===== config.mk =====
export PLATFORM = sky130hd
export DESIGN_NAME = ram_strcpy_ctrl
export DESIGN_NICKNAME = d
export VERILOG_FILES = /design/src/rtl/ram_strcpy_ctrl.sv
export SDC_FILE = /design/constraint.sdc
export NUM_CORES = 1
export LEC_CHECK = 0
export CAP_MARGIN = 40
export CORE_AREA = 5 5 97 99
export CTS_CLUSTER_SIZE = 28
export DETAILED_ROUTE_END_ITERATION = 12
export DIE_AREA = 0 0 102 104
export PLACE_DENSITY_LB_ADDON = 0.15
export SYNTH_ARGS = -nofsm -noshare
export SYNTH_HDL_FRONTEND = slang
export SYNTH_SLANG_ARGS = --single-unit

===== constraint.sdc =====
create_clock -name clk -period 4.1 [get_ports clk]
set_clock_uncertainty 0.05 [all_clocks]
set_input_delay 0.82 -clock clk [delete_from_list [all_inputs] [get_ports clk]]
set_output_delay 0.82 -clock clk [all_outputs]
set_load 0.005 [all_outputs]

===== src/rtl/ram_strcpy_ctrl.sv =====
// ---------------------------------------------------------------------------
// ram_strcpy_ctrl
//
// Copies a nul-terminated string of RAM words from src_addr to dst_addr,
// one word per READ/WRITE pair, and shares the single RAM port with a host.
// The host owns the RAM port in IDLE and DONE and is stalled in READ/WRITE.
//
// Parameters
//   AW        RAM address width
//   DW        RAM word width
//   MAX_WORDS maximum words copied per operation, terminator included
//
// Ports
//   clk, reset                 clock, synchronous active-high reset
//   start, src_addr, dst_addr  copy request (sampled only in IDLE)
//   busy, done                 copy in progress / one-cycle completion pulse
//   host_we/addr/wdata/rdata   host RAM access path
//   host_stall                 host access blocked this cycle
//   ram_we/addr/wdata/rdata    RAM port (asynchronous read data)
//   copy_count                 words written by the last copy
//                              (only with RAM_STRCPY_COUNT_EN defined)
// ---------------------------------------------------------------------------
module ram_strcpy_ctrl #(
    parameter int AW        = 10,
    parameter int DW        = 10,
    parameter int MAX_WORDS = 1024
) (
    input  logic          clk,
    input  logic          reset,
    input  logic          start,
    input  logic [AW-1:0] src_addr,
    input  logic [AW-1:0] dst_addr,
    output logic          busy,
    output logic          done,
    input  logic          host_we,
    input  logic [AW-1:0] host_addr,
    input  logic [DW-1:0] host_wdata,
    output logic [DW-1:0] host_rdata,
    output logic          host_stall,
    output logic          ram_we,
    output logic [AW-1:0] ram_addr,
    output logic [DW-1:0] ram_wdata,
`ifdef RAM_STRCPY_COUNT_EN
    output logic [AW:0]   copy_count,
`endif
    input  logic [DW-1:0] ram_rdata
);

    typedef enum logic [1:0] {
        IDLE  = 2'd0,
        READ  = 2'd1,
        WRITE = 2'd2,
        DONE  = 2'd3
    } state_t;

    localparam logic [AW:0] MAX_CNT = (AW+1)'(MAX_WORDS);

    state_t        state;
    state_t        state_nxt;
    logic [AW-1:0] src_ptr;
    logic [AW-1:0] dst_ptr;
    logic [AW:0]   cnt;
    logic [AW:0]   cnt_inc;
    logic [DW-1:0] data_reg;
    logic          last_word;

    assign cnt_inc   = cnt + {{AW{1'b0}}, 1'b1};
    // The word being written is the last one if it is the terminator or
    // if it exhausts the per-operation word budget.
    assign last_word = (data_reg == '0) || (cnt_inc == MAX_CNT);

    // -----------------------------------------------------------------------
    // State register and datapath
    // -----------------------------------------------------------------------
    always_ff @(posedge clk) begin
        if (reset) begin
            state    <= IDLE;
            src_ptr  <= '0;
            dst_ptr  <= '0;
            cnt      <= '0;
            data_reg <= '0;
        end else begin
            state <= state_nxt;
            case (state)
                IDLE: begin
                    if (start) begin
                        src_ptr <= src_addr;
                        dst_ptr <= dst_addr;
                        cnt     <= '0;
                    end
                end
                READ: begin
                    data_reg <= ram_rdata;
                end
                WRITE: begin
                    // Pointers wrap naturally at 2^AW.
                    if (!last_word) begin
                        src_ptr <= src_ptr + {{(AW-1){1'b0}}, 1'b1};
                        dst_ptr <= dst_ptr + {{(AW-1){1'b0}}, 1'b1};
                        cnt     <= cnt_inc;
                    end
                end
                default: ;
            endcase
        end
    end

`ifdef RAM_STRCPY_COUNT_EN
    always_ff @(posedge clk) begin
        if (reset) begin
            copy_count <= '0;
        end else if (state == WRITE && last_word) begin
            copy_count <= cnt_inc;
        end
    end
`endif

    // -----------------------------------------------------------------------
    // Next state
    // -----------------------------------------------------------------------
    always_comb begin
        state_nxt = state;
        case (state)
            IDLE:    if (start) state_nxt = READ;
            READ:    state_nxt = WRITE;
            WRITE:   state_nxt = last_word ? DONE : READ;
            DONE:    state_nxt = IDLE;
            default: state_nxt = IDLE;
        endcase
    end

    // -----------------------------------------------------------------------
    // Outputs and RAM port arbitration
    // -----------------------------------------------------------------------
    // While reset is asserted the RAM write enable is held low so an aborted
    // copy (or anything else) cannot disturb memory in the reset cycle, and
    // the status outputs already show the idle values.
    always_comb begin
        busy       = 1'b0;
        done       = 1'b0;
        host_stall = 1'b0;
        ram_we     = host_we & ~reset;
        ram_addr   = host_addr;
        ram_wdata  = host_wdata;
        if (!reset) begin
            case (state)
                READ: begin
                    busy       = 1'b1;
                    host_stall = 1'b1;
                    ram_we     = 1'b0;
                    ram_addr   = src_ptr;
                end
                WRITE: begin
                    busy       = 1'b1;
                    host_stall = 1'b1;
                    ram_we     = 1'b1;
                    ram_addr   = dst_ptr;
                    ram_wdata  = data_reg;
                end
                DONE:    done = 1'b1;
                default: ;
            endcase
        end
    end

    assign host_rdata = ram_rdata;

endmodule


# After elaboration in Yosys (flattened, before gate mapping)
# Cells that the tools add are included.
# totals
register_bits	43
latchBits	0
mem_bits_rw	0
mem_bits_ro	0
in_bits	54
output_inout_bits	34
wordCells	44
memories	0
# classes
addsub	3
mul	0
n_div	0
n_lt_le_gt_ge	0
eq_ne	6
n_shift	0
mux	22
bitwise_logic	2
n_reduce_logical	6
# op_table
cell	n
$mux W10	7
$pmux W10 S2	3
$mux W11	2
$pmux W11 S2	1
$add A10 B1 Y10 const B	2
$add A11 B1 Y11 const B	1
$eq A11 B11 Y1 const B	1
$logic_not A10 Y1	1
$pmux W2 S4	1
$mux W1	5
$eq A2 B2 Y1 const B	2
$mux W2	2
$ne A2 B2 Y1 const B	2
$reduce_and A3 Y1	1
$eq A2 B1 Y1 const B	1
$logic_not A2 Y1	1
$pmux W1 S2	1
$reduce_bool A2 Y1	1
$reduce_or A2 Y1	1
$and A1 B1 Y1	1
$logic_or A1 B1 Y1	1
$not A1 Y1	1

# Logic depth before layout (Yosys ltp)
# depth
depth_word	5
depth_mapped	9

# Worst setup path before layout
# No wires, ideal clock.
# synth_timing
path_type	reg-to-output
from	reg state[0]
to	out ram_wdata[0]
t_arrival_ps	1704
t_required_ps	3230
path_slack_ps	1526
stages_incl_launch_ff	7
n_path_buf	2
cell_sequence	dfxtp_1 > inv_1 > ha_1 > buf_1 > nand2_1 > clkbuf_1 > mux2_2
# synth_via
elab_chain_len	3
# synth_lines
item	line	rtl
start, declared	58	state_t state;
start signal, assigned	83	state <= state_nxt;
$eq A2 B2 Y1	146	case (state)
$mux W10	146	
$mux W10	145	if (!reset) begin
end, declared	42	output logic [DW-1:0] ram_wdata,
# No other way between the ends.

# Worst setup path after layout
# layout_timing
from	in reset
to	out ram_wdata[0]
# layout_via
elab_chain_len	1
# layout_lines
item	line	rtl
start, declared	29	input logic reset,
$mux W10	145	
# No other way between the ends.

==> flow_summary.yaml <==
sta:
  hold_ws_ns: 0.4822
  setup_viol: 0
  max_freq_mhz: 286.4
  slew-limit-headroom_pct: 45.97
  worst_slack_ns: 0.6085
  drv_slew: 0
  rsz0062_at_grt: "no"
  setup_tns_ns: 0
  period_needed_ns: 3.492
  min_period_over_period_pct: 85.16
  worstMarginPinSlew_ns: 0.8105
  hold_viol: 0
cells_and_area:
  antennaDiodeCount: 0
  regMostFlops: "cnt"
  largest_register_ffs: 11
  final_common_cell: "clkdlybuf4s50_1"
  design_area_um2: 3840
  finalNetCount: 492
  area_growth_pct: 32.74
  final_cell_mix: "clkdlybuf4s50_1, dfxtp_1, nand2_1, nor2_1, o21ai_0"
  drive_gt1_share_pct: 10.44
  utilization_pct: 45.36
  layout.cells.non_filler: 539
grt:
  overflow: 0
  grt.met3_usage_pct: 5.366
  grtUsageTotal_pct: 16.08
  grt_max_degree: 42
  top_usage_layer: "met2"
  grt_pass1_vias: 2829
  grt_use_met1_pct: 21.53
  grt_pass1_wl_um: 14120
  grt.met2_usage_pct: 25.16
  antenna_found_initial: 0
worst_setup_path:
  critPathArrivalTime_ns: 2.62
  critPathTopFamily: "buffers and inverters"
  crit_fanout: 11
  regToRegStartpoint: "cnt[0]$_SDFFE_PP0P_"
  slowest_stage: "clkdlybuf4s50_1"
  crit_buf_inv: 3
  cp_common_cell: "clkdlybuf4s50_1"
  crit_path_end: "ram_wdata[0]"
  cp_cell_sequence: "clkdlybuf4s50_1, inv_1, nand2_1, mux2_2, clkdlybuf4s50_1"
  worstSetupStartpoint: "reset"
  cp.depth: 5
  required_ns: 3.23
  rr_worst_depth: 7
  worstSetupStartpointType: "primary input"
  r2r_slack_ns: 1.09
  max_stage_delay_ns: 0.48
  crit_type: "primary input to output port"
  cp-end-kind: "output port"
  timing.rr.end: "dst_ptr[8]$_SDFFE_PP0P_"
clocking:
  insertion_delay_ns: 0.30
  cts_resized: 0
  root_buffer: "clkbuf_8"
  clk_pin_slew_ns: 0.08
  ctsHoldBuffers: 0
  cts_buffers: 5
  clockBufferDepth: 2
  cts_sinks: 43
  htreeDepth: 2
  cts_setup_buffers: 0
  cts_tree: "done"
floorplanning:
  io_pins: 88
  die_x_um: 102
  dieHeight_um: 104
  dieArea_um2: 10610
  initial_core_util_pct: 34.17
  design.core.area_um2: 8466
  row_count: 34
detailed_routing:
  detail_route.iter0.violations: 122
  firstDrtPassIters: 4
  routed_wl_um: 8619
  ant_nets: 0
  remaining_drc_errors: 0
  vias: 2886
  drt-wirelength-per-cell_um: 15.99
  viasPerCell: 5.354
synth:
  ys_ff_latch: 43
  synth_top_area_share_pct: 29.76
  synth_edf_count: 0
  ys_async_sr_fraction_pct: 0
  syn_avg_cell_area_um2: 7.882
  ys_types: 53
  yosys.area.top_type: "dfxtp_1"
  synthFlopType: "dfxtp_1"
  synth_nets: 429
  syn_inst: 367
  synth_area_leaders: "dfxtp_1, mux2_2, o21ai_0"
  synth_warnings: 0
  yosysSeqAreaShare_pct: 29.76
  synth_area_um2: 2893
place:
  gp_congestion: 0.7822
  io_buffers: 87
  pre_cts_slack_ns: 0.5733
  place_hpwl_um: 6141
  placed_cells_incl_taps: 531
  place_area_um2: 3756
power_and_ir_drop:
  power_switching_mw: 0.3862
  p_comb_share_pct: 33.5
  power_mw: 1.166
  p_leak_nw: 1.389
  sw_frac_of_total_pct: 33.11
  irDropWorstVdd_mv: 0.1286
  clock_power_share_pct: 23.3
  power_frac_seq_pct: 43.2
  powerDensity_nw_per_um2: 303.7
  internal_power_mw: 0.7801
worst_hold_path:
  hold_class: "flop to flop"
run_status:
  status: "finished, final reports clean"
flow_run:
  maxCapViolCount: 0
==> kinds of logic (layout without fill, tap and decap cells) <==
logic type                 count (synthesis)  after routing  share of synthesized area, %
and+or+nand+nor                          124            124                         20.67
DFF                                       43             43                         29.76
muxes                                     36             36                         13.45
adders and majority gates                  8              8                         3.460
xor gates and xnor gates                   3              3                        0.9085
AOI/OAI and AO/OA                        105            105                         23.57
buffers and inverters                     48            112                         8.175
==> per-layer routing <==
metal  routed length (um)  up-vias  share of wire (%)
met4                   65        0               0.75
li1                     -     1455                  -
met1                 3953     1325                 46
met3                  729        7                8.5
met5                    0        -                  0
met2                 3871       99                 45
==> synth_stat cells, drive strengths merged (3+ instances only) <==
cell     count
nand4        5
o21ai       34
nor3        12
mux2        23
nor2        30
nor4         3
o211ai       8
a21o         4
clkbuf      18
a211oi       4
dfxtp       43
a21oi       20
a22oi       11
buf         20
nand2       37
inv         10
nand3       14
or2          5
xnor2        3
ha           8
o311ai       4
a2111oi      3
nand3b       3
mux2i       13
and3         4
==> worst min path at each step <==
stage	depth (start not counted)	end	slack, ns	from
finish	2	data_reg[9]$_SDFFE_PP0N_	0.48	data_reg[9]$_SDFFE_PP0N_
detailed placement	2	data_reg[9]$_SDFFE_PP0N_	0.47	data_reg[9]$_SDFFE_PP0N_
CTS	2	src_ptr[8]$_SDFFE_PP0P_	0.49	src_ptr[8]$_SDFFE_PP0P_
global route	2	src_ptr[8]$_SDFFE_PP0P_	0.51	src_ptr[8]$_SDFFE_PP0P_
global placement	2	data_reg[9]$_SDFFE_PP0N_	0.47	data_reg[9]$_SDFFE_PP0N_
floorplan	2	data_reg[0]$_SDFFE_PP0N_	0.43	data_reg[0]$_SDFFE_PP0N_
==> power groups by stage <==
stage	clock, mW	combinational, mW	sequential [mW]
after global placement	0	0.388	0.513
final	0.272	0.391	0.504
after global routing	0.301	0.431	0.511
after floorplan	0	0.232	0.498
after CTS	0.281	0.397	0.504
after detailed placement	0	0.393	0.513
==> worst min-delay path, delay by kind of cell (launching register included) <==
kind             cells  cell delay, ns
flip-flops           1            0.36
multiplexers         1            0.07
AND/OR/NAND/NOR      1            0.07
==> area by class of cell <==
type / count / area (um^2)
fill: 856 / 4626
multi-input combinational: 276 / 1799
timing repair buffer: 94 / 923.4
sequential: 43 / 860.8
tap: 108 / 135.1
clock buffer: 5 / 68.82
inverter: 10 / 37.54
clock inverter: 3 / 15.01
Note: power is estimated with default switching activity, not from simulation.
